File: src/rtl/i2c_if_pkg.sv
// rtl/i2c_if_pkg.sv - register map and bit positions for the I2C Avalon front end
package i2c_if_pkg;

    localparam logic [1:0] REG_ADDRESS = 2'd0;
    localparam logic [1:0] REG_DATA    = 2'd1;
    localparam logic [1:0] REG_STATUS  = 2'd2;
    localparam logic [1:0] REG_CONTROL = 2'd3;

    localparam int ST_RX_EMPTY = 0;
    localparam int ST_RX_FULL  = 1;
    localparam int ST_RX_OV    = 2;
    localparam int ST_TX_EMPTY = 3;
    localparam int ST_TX_FULL  = 4;
    localparam int ST_TX_OV    = 5;
    localparam int ST_RX_COUNT = 8;
    localparam int ST_TX_COUNT = 16;

    localparam int CTRL_START_BIT = 17;

endpackage

File: src/rtl/i2c_reg_fifo_if_sync_fifo.sv
// rtl/i2c_reg_fifo_if_sync_fifo.sv - synchronous FIFO with registered pop data and combinational head
module sync_fifo #(
    parameter int WIDTH = 8,
    parameter int DEPTH = 16,
    parameter int CNT_W = 5
) (
    input  logic             clk,
    input  logic             resetn,
    input  logic             push,
    input  logic             pop,
    input  logic [WIDTH-1:0] din,
    output logic [WIDTH-1:0] dout,
    output logic [WIDTH-1:0] head,
    output logic             full,
    output logic             empty,
    output logic [CNT_W-1:0] count,
    output logic             overflow
);

    localparam int PTR_W = $clog2(DEPTH);

    logic [WIDTH-1:0] r_mem [DEPTH];
    logic [PTR_W-1:0] r_wr_ptr;
    logic [PTR_W-1:0] r_rd_ptr;
    logic [CNT_W-1:0] r_count;
    logic [WIDTH-1:0] r_dout;
    logic             w_do_push;
    logic             w_do_pop;

    assign full  = (r_count == CNT_W'(DEPTH));
    assign empty = (r_count == '0);
    // A pop on a full FIFO frees the slot the same-cycle push lands in
    assign w_do_pop  = pop & ~empty;
    assign w_do_push = push & (~full | w_do_pop);
    assign overflow  = push & ~w_do_push;
    assign count     = r_count;
    assign dout      = r_dout;
    assign head      = r_mem[r_rd_ptr];

    always_ff @(posedge clk) begin
        if (w_do_push) begin
            r_mem[r_wr_ptr] <= din;
        end
    end

    always_ff @(posedge clk) begin
        if (!resetn) begin
            r_wr_ptr <= '0;
            r_rd_ptr <= '0;
            r_count  <= '0;
            r_dout   <= '0;
        end else begin
            if (w_do_push) begin
                r_wr_ptr <= r_wr_ptr + 1'b1;
            end
            if (w_do_pop) begin
                r_dout   <= r_mem[r_rd_ptr];
                r_rd_ptr <= r_rd_ptr + 1'b1;
            end
            if (w_do_push && !w_do_pop) begin
                r_count <= r_count + 1'b1;
            end else if (w_do_pop && !w_do_push) begin
                r_count <= r_count - 1'b1;
            end
        end
    end

endmodule

File: src/rtl/i2c_reg_fifo_if.sv
// rtl/i2c_reg_fifo_if.sv - Avalon-MM register and FIFO front end for the I2C master engine
module i2c_reg_fifo_if
    import i2c_if_pkg::*;
#(
    parameter int FIFO_DEPTH = 16,
    parameter int CNT_W      = 5
) (
    input  logic        clk,
    input  logic        reset,
    input  logic [1:0]  address,
    input  logic [3:0]  byteenable,
    input  logic        chipselect,
    input  logic        read,
    input  logic        write,
    input  logic [31:0] writedata,
    output logic [31:0] readdata,
    output logic [6:0]  slave_address,
    output logic [31:0] control_reg,
    output logic [7:0]  data_from_tx_fifo,
    input  logic        tx_fifo_rd_en,
    input  logic [7:0]  data_to_rx_fifo,
    input  logic        rx_fifo_wr_en
);

    logic [31:0]      r_readdata;
    logic [6:0]       r_slave_address;
    logic [31:0]      r_control;
    logic             r_tx_ov;
    logic             r_rx_ov;

    logic             w_wr;
    logic             w_rd;
    logic             w_tx_push;
    logic             w_rx_pop;
    logic             w_tx_full, w_tx_empty, w_tx_ovf;
    logic             w_rx_full, w_rx_empty, w_rx_ovf;
    logic [CNT_W-1:0] w_tx_count;
    logic [CNT_W-1:0] w_rx_count;
    logic [7:0]       w_rx_head;
    logic [7:0]       w_tx_head_unused;
    logic [7:0]       w_rx_dout_unused;
    logic             w_tx_ov_clr;
    logic             w_rx_ov_clr;
    logic [31:0]      w_status;

    assign w_wr      = chipselect & write;
    assign w_rd      = chipselect & read & ~w_wr;
    assign w_tx_push = w_wr & (address == REG_DATA) & byteenable[0];
    assign w_rx_pop  = w_rd & (address == REG_DATA);

    assign w_tx_ov_clr = w_wr & (address == REG_STATUS) & writedata[ST_TX_OV];
    assign w_rx_ov_clr = w_wr & (address == REG_STATUS) & writedata[ST_RX_OV];

    sync_fifo #(.WIDTH(8), .DEPTH(FIFO_DEPTH), .CNT_W(CNT_W)) u_tx_fifo (
        .clk      (clk),
        .resetn   (reset),
        .push     (w_tx_push),
        .pop      (tx_fifo_rd_en),
        .din      (writedata[7:0]),
        .dout     (data_from_tx_fifo),
        .head     (w_tx_head_unused),
        .full     (w_tx_full),
        .empty    (w_tx_empty),
        .count    (w_tx_count),
        .overflow (w_tx_ovf)
    );

    // RX data is taken from the combinational head so readdata lands one cycle after the read
    sync_fifo #(.WIDTH(8), .DEPTH(FIFO_DEPTH), .CNT_W(CNT_W)) u_rx_fifo (
        .clk      (clk),
        .resetn   (reset),
        .push     (rx_fifo_wr_en),
        .pop      (w_rx_pop),
        .din      (data_to_rx_fifo),
        .dout     (w_rx_dout_unused),
        .head     (w_rx_head),
        .full     (w_rx_full),
        .empty    (w_rx_empty),
        .count    (w_rx_count),
        .overflow (w_rx_ovf)
    );

    always_comb begin
        w_status                         = '0;
        w_status[ST_RX_EMPTY]            = w_rx_empty;
        w_status[ST_RX_FULL]             = w_rx_full;
        w_status[ST_RX_OV]               = r_rx_ov;
        w_status[ST_TX_EMPTY]            = w_tx_empty;
        w_status[ST_TX_FULL]             = w_tx_full;
        w_status[ST_TX_OV]               = r_tx_ov;
        w_status[ST_RX_COUNT +: CNT_W]   = w_rx_count;
        w_status[ST_TX_COUNT +: CNT_W]   = w_tx_count;
    end

    always_ff @(posedge clk) begin
        if (!reset) begin
            r_readdata      <= '0;
            r_slave_address <= '0;
            r_control       <= '0;
            r_tx_ov         <= 1'b0;
            r_rx_ov         <= 1'b0;
        end else begin
            // Set wins over a same-cycle clear
            r_tx_ov <= w_tx_ovf | (r_tx_ov & ~w_tx_ov_clr);
            r_rx_ov <= w_rx_ovf | (r_rx_ov & ~w_rx_ov_clr);

            r_control[CTRL_START_BIT] <= 1'b0;
            if (w_wr && address == REG_CONTROL) begin
                for (int i = 0; i < 4; i++) begin
                    if (byteenable[i]) begin
                        r_control[8*i +: 8] <= writedata[8*i +: 8];
                    end
                end
            end
            if (w_wr && address == REG_ADDRESS && byteenable[0]) begin
                r_slave_address <= writedata[6:0];
            end

            if (w_rd) begin
                case (address)
                    REG_ADDRESS: r_readdata <= {25'd0, r_slave_address};
                    REG_DATA:    r_readdata <= w_rx_empty ? 32'd0 : {24'd0, w_rx_head};
                    REG_STATUS:  r_readdata <= w_status;
                    default:     r_readdata <= r_control;
                endcase
            end
        end
    end

    assign readdata      = r_readdata;
    assign slave_address = r_slave_address;
    assign control_reg   = r_control;

endmodule

File: config.mk
export PLATFORM = sky130hd
export DESIGN_NAME = i2c_reg_fifo_if
export DESIGN_NICKNAME = d
export VERILOG_FILES = /design/src/rtl/i2c_if_pkg.sv /design/src/rtl/i2c_reg_fifo_if_sync_fifo.sv /design/src/rtl/i2c_reg_fifo_if.sv
export SDC_FILE = /design/constraint.sdc
export NUM_CORES = 1
export LEC_CHECK = 0
export BUFFER_PORTS_ARGS = -buffer_cell sky130_fd_sc_hd__buf_2
export CAP_MARGIN = 25
export CORE_ASPECT_RATIO = 1.2
export CORE_MARGIN = 2
export CORE_UTILIZATION = 54
export DETAILED_ROUTE_END_ITERATION = 8
export GPL_TIMING_DRIVEN = 0
export PLACE_DENSITY = 0.84
export SLEW_MARGIN = 20
export SYNTH_ARGS = -nofsm -noshare
export SYNTH_HDL_FRONTEND = slang
export SYNTH_HIERARCHICAL = 1
export SYNTH_SLANG_ARGS = --single-unit
File: constraint.sdc
create_clock -name clk -period 6.7 [get_ports clk]
set_clock_uncertainty 0.2 [all_clocks]
set_input_delay 0.67 -clock clk [delete_from_list [all_inputs] [get_ports clk]]
set_output_delay 0.67 -clock clk [all_outputs]
set_load 0.01 [all_outputs]
==> results of run 1 <==
==> power by group through the flow <==
stage	registers (mW)	logic (mW)	clock network [mW]
final	2.60	0.686	2.14
after global routing	2.61	0.749	2.26
after CTS	2.60	0.681	2.17
after detailed placement	2.65	0.669	0
after global placement	2.64	0.640	0
after floorplan	2.64	0.459	0
==> how the worst max path moves through the flow <==
| stage | to | from | cells past startpoint | slack [ps] |
|---|---|---|---|---|
| finish | u_rx_fifo/count[4] | write | 13 | 3180 |
| global route | u_rx_fifo/count[4] | write | 13 | 2990 |
| CTS | u_rx_fifo/count[4] | write | 13 | 3210 |
| detailed placement | u_rx_fifo/count[4] | write | 13 | 2710 |
| global placement | u_rx_fifo/count[4] | write | 13 | 2780 |
| floorplan | u_rx_fifo/count[4] | write | 12 | 3340 |
==> through the flow <==
| step | cells | power, mW | setup slack (ps) |
|---|---|---|---|
| after global routing | 1548 | 5.615 | 2989 |
| final | 1548 | 5.430 | 3183 |
| after floorplan | 1009 | 3.095 | 3336 |
| after global placement | 1477 | 3.280 | 2775 |
| after CTS | 1548 | 5.447 | 3209 |
| after detailed placement | 1480 | 3.315 | 2710 |
==> area by class of cell <==
class	count	area, um^2
Fill cell	1843	9831
Sequential cell	371	9990
Buffer	71	374.1
Multi-Input combinational cell	554	4566
Clock buffer	46	1044
Tap cell	340	425.4
Timing Repair Buffer	131	660.6
Inverter	13	48.80
Clock inverter	22	230.2
==> worst min-delay path, stage by stage <==
cell     delay, ps
buf_2          100
nand2_1         50
nor3_1          40
==> routing by layer <==
layer / share of wire / GRT usage / routed length [um] / vias up
met1: 0.37 / 0.3026 / 13070 / 4812
li1: - / - / - / 4189
met4: 0.044 / 0.09651 / 1575 / 0
met5: 0 / 0 / 0 / -
met2: 0.52 / 0.4281 / 18480 / 510
met3: 0.073 / 0.04124 / 2602 / 109
==> impl_metrics.env, run 1 <==
export IMPL_period_minus_slack_ps=3517
export IMPL_post_dp_cell_area_um2=16060
export IMPL_ir_drop_mv=0.3272
export IMPL_rsz0062_at_grt="false"
export IMPL_worstMarginPinSlew_ps=850.4
export IMPL_synth_fp_nets=1082
export IMPL_cap_violations=0
export IMPL_min_to="control_reg[17]"
export IMPL_cts_resized=0
export IMPL_drtAntennaViolNets=0
export IMPL_drc_errors=0
export IMPL_p_seq_frac=0.479
export IMPL_start_util=0.5504
export IMPL_startpoint_type="input pin"
export IMPL_cts_tree="built"
export IMPL_p_comb_frac=0.126
export IMPL_fp_dieArea_um2=29040
export IMPL_hold_path_startpoint="writedata[17]"
export IMPL_first_global_vias=9566
export IMPL_design_area_um2=17340
export IMPL_crit_buf_inv=4
export IMPL_numCtsBuffers=38
export IMPL_synth_area_um2=14950
export IMPL_hpwl_um=23970
export IMPL_nets=1253
export IMPL_first_iter_violations=1042
export IMPL_final_common_cell="edfxtp_1"
export IMPL_core_um2=27170
export IMPL_reg_largest_list="u_rx_fifo/r_mem x128, u_tx_fifo/r_mem x128"
export IMPL_cp_slowest_stage_delay_ps=470
export IMPL_netlist_instances=1009
export IMPL_slew_viol_final=0
export IMPL_setup_viol=0
export IMPL_maxSlewHeadroom=0.4310
export IMPL_via_per_inst=6.214
export IMPL_p_per_area_nw_per_um2=313.2
export IMPL_intPower_mw=4.092
export IMPL_grt_max_degree=20
export IMPL_end_kind="flop"
export IMPL_insertion_delay_ps=510
export IMPL_whs_ps=192.5
export IMPL_r2r_start="u_rx_fifo/count[0]"
export IMPL_final_setup_tns_ps=0
export IMPL_grt_pass1_wl_um=53360
export IMPL_hp_class="in -> reg"
export IMPL_cp_cell_sequence="buf_2 -> nand3b_1 -> clkbuf_1 -> nor2_1 -> o31a_1 -> buf_2 -> ha_1 -> inv_1 -> fa_1 -> a21o_1 -> a21oi_1 -> mux2i_1 -> mux2i_1"
export IMPL_ios=132
export IMPL_hold_viol_final=0
export IMPL_finalCritPeriodShare=0.5249
export IMPL_area_growth_pct=15.95
export IMPL_htree_levels=2
export IMPL_gp_congestion=0.8772
export IMPL_p_leak_nw=6.061
export IMPL_switching_share=0.2463
export IMPL_num_antenna_cells=0
export IMPL_ctsHoldBuffers=0
export IMPL_clkTransAtPathRegs_ps=60
export IMPL_cp_slowest_cell="nor2_1"
export IMPL_rrSetupSlack_ps=3380
export IMPL_cp_arrival_ps=3760
export IMPL_r2r_end="u_rx_fifo/count[4]"
export IMPL_postCtsSetupBuffers=0
export IMPL_antenna_found_initial=0
export IMPL_grt_overflow_total=0
export IMPL_wl_per_cell_um=23.08
export IMPL_r2r_cells=11
export IMPL_min_path_cells=3
export IMPL_utilization=0.6382
export IMPL_final_layout_size_suffix_gt1_frac=0.2624
export IMPL_port_buffers=128
export IMPL_fp_row_count=66
export IMPL_root_buffer="clkbuf_16"
export IMPL_avgSynthCellArea_um2=14.82
export IMPL_die_x_um=155.9
export IMPL_synth_warnings=6
export IMPL_critPathKind="in -> reg"
export IMPL_p_clk_frac=0.395
export IMPL_cpLargestDelayFamily="buffers and inverters"
export IMPL_worstPathRequired_ps=6940
export IMPL_firstDrtPassIters=7
export IMPL_p_switching_mw=1.338
export IMPL_cts_buffer_depth=3
export IMPL_wl_um=35730
export IMPL_die_h_um=186.3
export IMPL_max_clock_freq_mhz=284.3
export IMPL_via_count=9620
export IMPL_cts_sinks=371
export IMPL_status="complete, no violations"
export IMPL_layout_common_cells="edfxtp_1 (256), buf_2 (143), dfxtp_1 (115), mux4_2 (69), nand3_1 (68)"
export IMPL_grtUsageTotal=0.2433
export IMPL_cp_max_fo=10
Power figures use the tool's default switching activity.
==> run 2: changes to the inputs <==
==> constraint.sdc (replaced) <==
create_clock -name clk -period 3.3 [get_ports clk]
set_clock_uncertainty 0.2 [all_clocks]
set_input_delay 0.33 -clock clk [delete_from_list [all_inputs] [get_ports clk]]
set_output_delay 0.33 -clock clk [all_outputs]
set_load 0.01 [all_outputs]
==> impl_metrics.env, run 2 (synthesis gave the netlist of run 1 again) <==
export IMPL_status="complete, no violations"
export IMPL_hpwl_um=23970
export IMPL_die_x_um=155.9
export IMPL_clkTransAtPathRegs_ps=60
export IMPL_antenna_found_initial=0
export IMPL_finalCritPeriodShare=0.9648
export IMPL_insertion_delay_ps=520
export IMPL_hp_class="in -> reg"
export IMPL_cp_max_fo=10
export IMPL_end_kind="flop"
export IMPL_cts_tree="built"
export IMPL_cts_buffer_depth=3
export IMPL_cp_arrival_ps=3440
export IMPL_register_area_um2=9992
export IMPL_nets=1279
export IMPL_wl_um=36720
export IMPL_p_per_area_nw_per_um2=629.1
export IMPL_critPathKind="reg -> reg"
export IMPL_grt_max_degree=20
export IMPL_final_layout_size_suffix_gt1_frac=0.2618
export IMPL_multi_input_area_um2=4579
export IMPL_area_growth_pct=17.82
export IMPL_grt_pass1_wl_um=55030
export IMPL_finalPower_mw=11.08
export IMPL_startpoint_type="flop"
export IMPL_drtAntennaViolNets=0
export IMPL_ios=132
export IMPL_htree_levels=2
export IMPL_first_global_vias=9918
export IMPL_drc_errors=0
export IMPL_via_count=9799
export IMPL_final_cells=1574
export IMPL_whs_ps=12.75
export IMPL_root_buffer="clkbuf_16"
export IMPL_ir_drop_mv=0.6584
export IMPL_cts_sinks=371
export IMPL_die_h_um=186.3
export IMPL_fp_row_count=66
export IMPL_worstPathRequired_ps=3550
export IMPL_numCtsBuffers=38
export IMPL_n_fill_cell=1783
export IMPL_max_clock_freq_mhz=314.1
export IMPL_slew_viol_final=0
export IMPL_rsz0062_at_grt="true"
export IMPL_setup_viol=0
export IMPL_worstMarginPinSlew_ps=845.3
export IMPL_num_antenna_cells=0
export IMPL_port_buffers=128
export IMPL_first_iter_violations=1070
export IMPL_firstDrtPassIters=5
export IMPL_layout_common_cells="edfxtp_1 (256), buf_2 (143), dfxtp_1 (113), mux4_2 (69), nand3_1 (68)"
export IMPL_core_um2=27170
export IMPL_dp_cells=1480
export IMPL_p_leak_nw=6.171
export IMPL_cap_violations=0
export IMPL_hold_viol_final=0
export IMPL_start_util=0.5504
export IMPL_final_common_cell="edfxtp_1"
export IMPL_fp_dieArea_um2=29040
export IMPL_via_per_inst=6.226
export IMPL_reg_largest_list="u_rx_fifo/r_mem x128, u_tx_fifo/r_mem x128"
export IMPL_grtUsageTotal=0.2505
export IMPL_grt_overflow_total=0
export IMPL_wl_per_cell_um=23.33
export IMPL_maxSlewHeadroom=0.4344
export IMPL_gp_congestion=0.8772
export IMPL_period_minus_slack_ps=3184
## run 2: metal layers
metal	GRT usage	wire, um	vias up
met5	0	0	-
met4	0.1149	1804	0
met3	0.04472	2768	124
met2	0.4347	18950	537
met1	0.3090	13200	4901
li1	-	-	4237
## run 2: area by class of cell
cell class / count / share of cell area
inverter: 13 / 0.002770
buffer: 71 / 0.02145
multi-input combinational: 554 / 0.2599
timing repair buffer: 157 / 0.05227
clock inverter: 22 / 0.01307
tap: 340 / 0.02415
sequential: 371 / 0.5671
clock buffer: 46 / 0.05923
## run 2: worst paths after layout
| kind | endpoint | from | cells past startpoint | slack, ps |
|---|---|---|---|---|
| worst min-delay path | u_rx_fifo/r_mem[13][7] | data_to_rx_fifo[7] | 1 | 10 |
| worst max-delay path | u_tx_fifo/count[4] | u_tx_fifo/count[0] | 11 | 120 |
| worst max register to register | u_tx_fifo/count[4] | u_tx_fifo/count[0] | 11 | 120 |
| worst min register to register | readdata[23] | readdata[23] | 2 | 250 |
## run 2: repair_timing
item,in CTS,in global routing
setup buffers,0,0
hold endpoints to repair,45,0
endpoints found under the setup margin,2,3
hold buffers,26,0
resized for setup,3,5
## run 2: through the flow
step / worst slack (ps) / util / setup TNS [ps] / instance area (um^2)
6_report: 116.1 / 0.6485 / 0 / 17620
5_1_grt: -8.871 / 0.6485 / -8.871 / 17620
4_1_cts: 33.19 / 0.6483 / 0 / 17610
3_5_place_dp: -349.6 / 0.5913 / -748.9 / 16060
3_3_place_gp: -284.7 / 0.5896 / -5213 / 16020
2_1_floorplan: 275.6 / - / 0 / 14950
## run 2: worst max-delay path: stages (launching register included)
cell     delay [ps]
dfxtp_2         360
or4_4           540
buf_6           160
o21ai_4         180
buf_6           180
ha_2            200
inv_2            70
fa_1            420
a21o_1          190
a21oi_1         170
mux2i_1         250
mux2i_1         200
## run 2: power by group
| group | internal, mW | switching (mW) | total [mW] |
|---|---|---|---|
| logic | 0.622 | 0.825 | 1.45 |
| clock network | 2.58 | 1.77 | 4.35 |
| registers | 5.14 | 0.145 | 5.28 |
==> run 3: changes to the inputs <==
--- a/config.mk
+++ b/config.mk
@@ -12,7 +12,7 @@
 export CORE_UTILIZATION = 54
 export DETAILED_ROUTE_END_ITERATION = 8
 export GPL_TIMING_DRIVEN = 0
-export PLACE_DENSITY = 0.84
+export PLACE_DENSITY_LB_ADDON = 0.3
 export SLEW_MARGIN = 20
 export SYNTH_ARGS = -nofsm -noshare
 export SYNTH_HDL_FRONTEND = slang
==> constraint.sdc (replaced) <==
create_clock -name clk -period 3 [get_ports clk]
set_clock_uncertainty 0.2 [all_clocks]
set_input_delay 0.3 -clock clk [delete_from_list [all_inputs] [get_ports clk]]
set_output_delay 0.3 -clock clk [all_outputs]
set_load 0.01 [all_outputs]
==> impl_metrics.env, run 3 (synthesis gave the netlist of run 1 again) <==
export IMPL_htree_levels=2
export IMPL_final_layout_size_suffix_gt1_frac=0.2604
export IMPL_wl_per_cell_um=22.29
export IMPL_slew_viol_final=0
export IMPL_layout_setup_ws_ps=61.59
export IMPL_gp_congestion=0.8908
export IMPL_grt_max_degree=20
export IMPL_cts_sinks=371
export IMPL_first_iter_violations=750
export IMPL_die_x_um=155.9
export IMPL_firstDrtPassIters=5
export IMPL_ir_drop_mv=0.5569
export IMPL_startpoint_type="flop"
export IMPL_ios=132
export IMPL_crit_cells=10
export IMPL_final_cells=1596
export IMPL_die_h_um=186.3
export IMPL_nets=1301
export IMPL_utilization=0.6547
export IMPL_whs_ps=14.95
export IMPL_root_buffer="clkbuf_16"
export IMPL_crit_end="u_tx_fifo/count[4]"
export IMPL_numCtsBuffers=37
export IMPL_fp_row_count=66
export IMPL_critPathKind="reg -> reg"
export IMPL_p_per_area_nw_per_um2=665.7
export IMPL_setup_viol=0
export IMPL_cp_slowest_stage_delay_ps=620
export IMPL_hpwl_um=23210
export IMPL_area_growth_pct=18.96
export IMPL_cts_tree="built"
export IMPL_layout_common_cells="edfxtp_1 (256), buf_2 (140), dfxtp_1 (111), mux4_2 (69), nand3_1 (68)"
export IMPL_start_util=0.5504
export IMPL_p_leak_nw=6.190
export IMPL_p_clk_frac=0.373
export IMPL_dp_cells=1477
export IMPL_clkTransAtPathRegs_ps=60
export IMPL_antenna_found_initial=0
export IMPL_core_um2=27170
export IMPL_r2r_start="u_tx_fifo/count[3]"
export IMPL_p_switching_mw=2.891
export IMPL_cp_cell_sequence="or4_4 -> o21ai_4 -> buf_6 -> ha_2 -> inv_2 -> fa_2 -> a21o_1 -> a21oi_2 -> mux2i_2 -> mux2i_1"
export IMPL_crit_start="u_tx_fifo/count[3]"
export IMPL_status="complete, no violations"
export IMPL_hp_class="in -> reg"
export IMPL_met2_usage=0.4306
export IMPL_grt_overflow_total=0
export IMPL_drtAntennaViolNets=0
export IMPL_intPower_mw=8.951
export IMPL_cts_buffer_depth=3
export IMPL_rrSetupSlack_ps=60
export IMPL_first_global_vias=9771
export IMPL_switching_share=0.2441
export IMPL_max_clock_freq_mhz=340.3
export IMPL_p_seq_frac=0.491
export IMPL_via_count=9600
export IMPL_cp_arrival_ps=3190
export IMPL_cp_max_fo=7
export IMPL_gr_max_usage_layer="met2"
export IMPL_final_common_cell="edfxtp_1"
export IMPL_reg_largest_list="u_rx_fifo/r_mem x128, u_tx_fifo/r_mem x128"
export IMPL_port_buffers=128
export IMPL_met3_usage=0.03058
export IMPL_end_kind="flop"
export IMPL_grt_pass1_wl_um=53940
export IMPL_post_dp_cell_area_um2=16060
export IMPL_drc_errors=0
export IMPL_dpl_worst_slack_ps=-520.6
export IMPL_period_minus_slack_ps=2938
export IMPL_met1_usage=0.3135
export IMPL_fp_dieArea_um2=29040
export IMPL_maxSlewHeadroom=0.4175
export IMPL_r2r_cells=10
export IMPL_design_area_um2=17790
export IMPL_worstMarginPinSlew_ps=870.6
export IMPL_grtUsageTotal=0.2449
export IMPL_cpLargestDelayFamily="simple AND/OR/NAND/NOR gates"
export IMPL_cp_slowest_cell="or4_4"
export IMPL_p_comb_frac=0.136
export IMPL_finalCritPeriodShare=0.9795
export IMPL_wl_um=35570
export IMPL_num_antenna_cells=0
export IMPL_insertion_delay_ps=520
export IMPL_cap_violations=0
export IMPL_via_per_inst=6.015
export IMPL_worstPathRequired_ps=3250
export IMPL_r2r_end="u_tx_fifo/count[4]"
export IMPL_hold_path_startpoint="byteenable[3]"
export IMPL_hold_viol_final=0
export IMPL_crit_buf_inv=2
-- run 3: cell type report --
| cell class | count | area (um^2) |
|---|---|---|
| Buffer | 67 | 347.8 |
| Clock buffer | 51 | 1031 |
| Clock inverter | 16 | 127.6 |
| Fill cell | 1895 | 9380 |
| Inverter | 13 | 48.80 |
| Multi-Input combinational cell | 554 | 4632 |
| Sequential cell | 371 | 10000 |
| Tap cell | 340 | 425.4 |
| Timing Repair Buffer | 184 | 1176 |
-- run 3: how the worst min path moves through the flow --
stage,endpoint,slack [ps],depth (start not counted)
after global routing,u_tx_fifo/r_mem[3][1],30,1
after CTS,control_reg[18],2,3
after global placement,readdata[23],240,2
after detailed placement,readdata[27],240,2
after floorplan,u_rx_fifo/r_mem[0][0],200,0
final,control_reg[29],10,3
-- run 3: power groups by stage --
stage	sequential, mW	combinational, mW	clock, mW
finish	5.82	1.61	4.42
global route	5.83	1.77	4.67
CTS	5.81	1.60	4.47
detailed placement	5.91	1.48	0
global placement	5.90	1.44	0
floorplan	5.89	1.03	0
-- run 3: through the flow --
| step | total power, mW | TNS [ps] |
|---|---|---|
| final | 11.84 | 0 |
| after global routing | 12.28 | -13.11 |
| after CTS | 11.88 | 0 |
| after detailed placement | 7.389 | -21300 |
| after global placement | 7.342 | -31450 |
| after floorplan | 6.913 | 0 |
-- run 3: routing by layer --
layer  up-vias  share of wire
met4         0          0.041
met2       356           0.51
met5         -              0
met1      4842           0.40
met3       109          0.047
li1       4293              -
-- run 3: worst register-to-register path: cells and delay by family (launching register included) --
family                     cells  cell delay, ps
and+or+nand+nor                1             620
muxes                          2             450
adders and majority gates      2             570
AOI/OAI and AO/OA              3             500
DFF                            1             340
buffers and inverters          2             190
-- run 3: what timing repair did --
item	4_1_cts	5_1_grt
pin swaps	2	6
hold buffers	46	0
endpoints found under the setup margin	2	22
buffers inserted	8	2
endpoints found under the hold margin	116	0
resized for setup	9	11
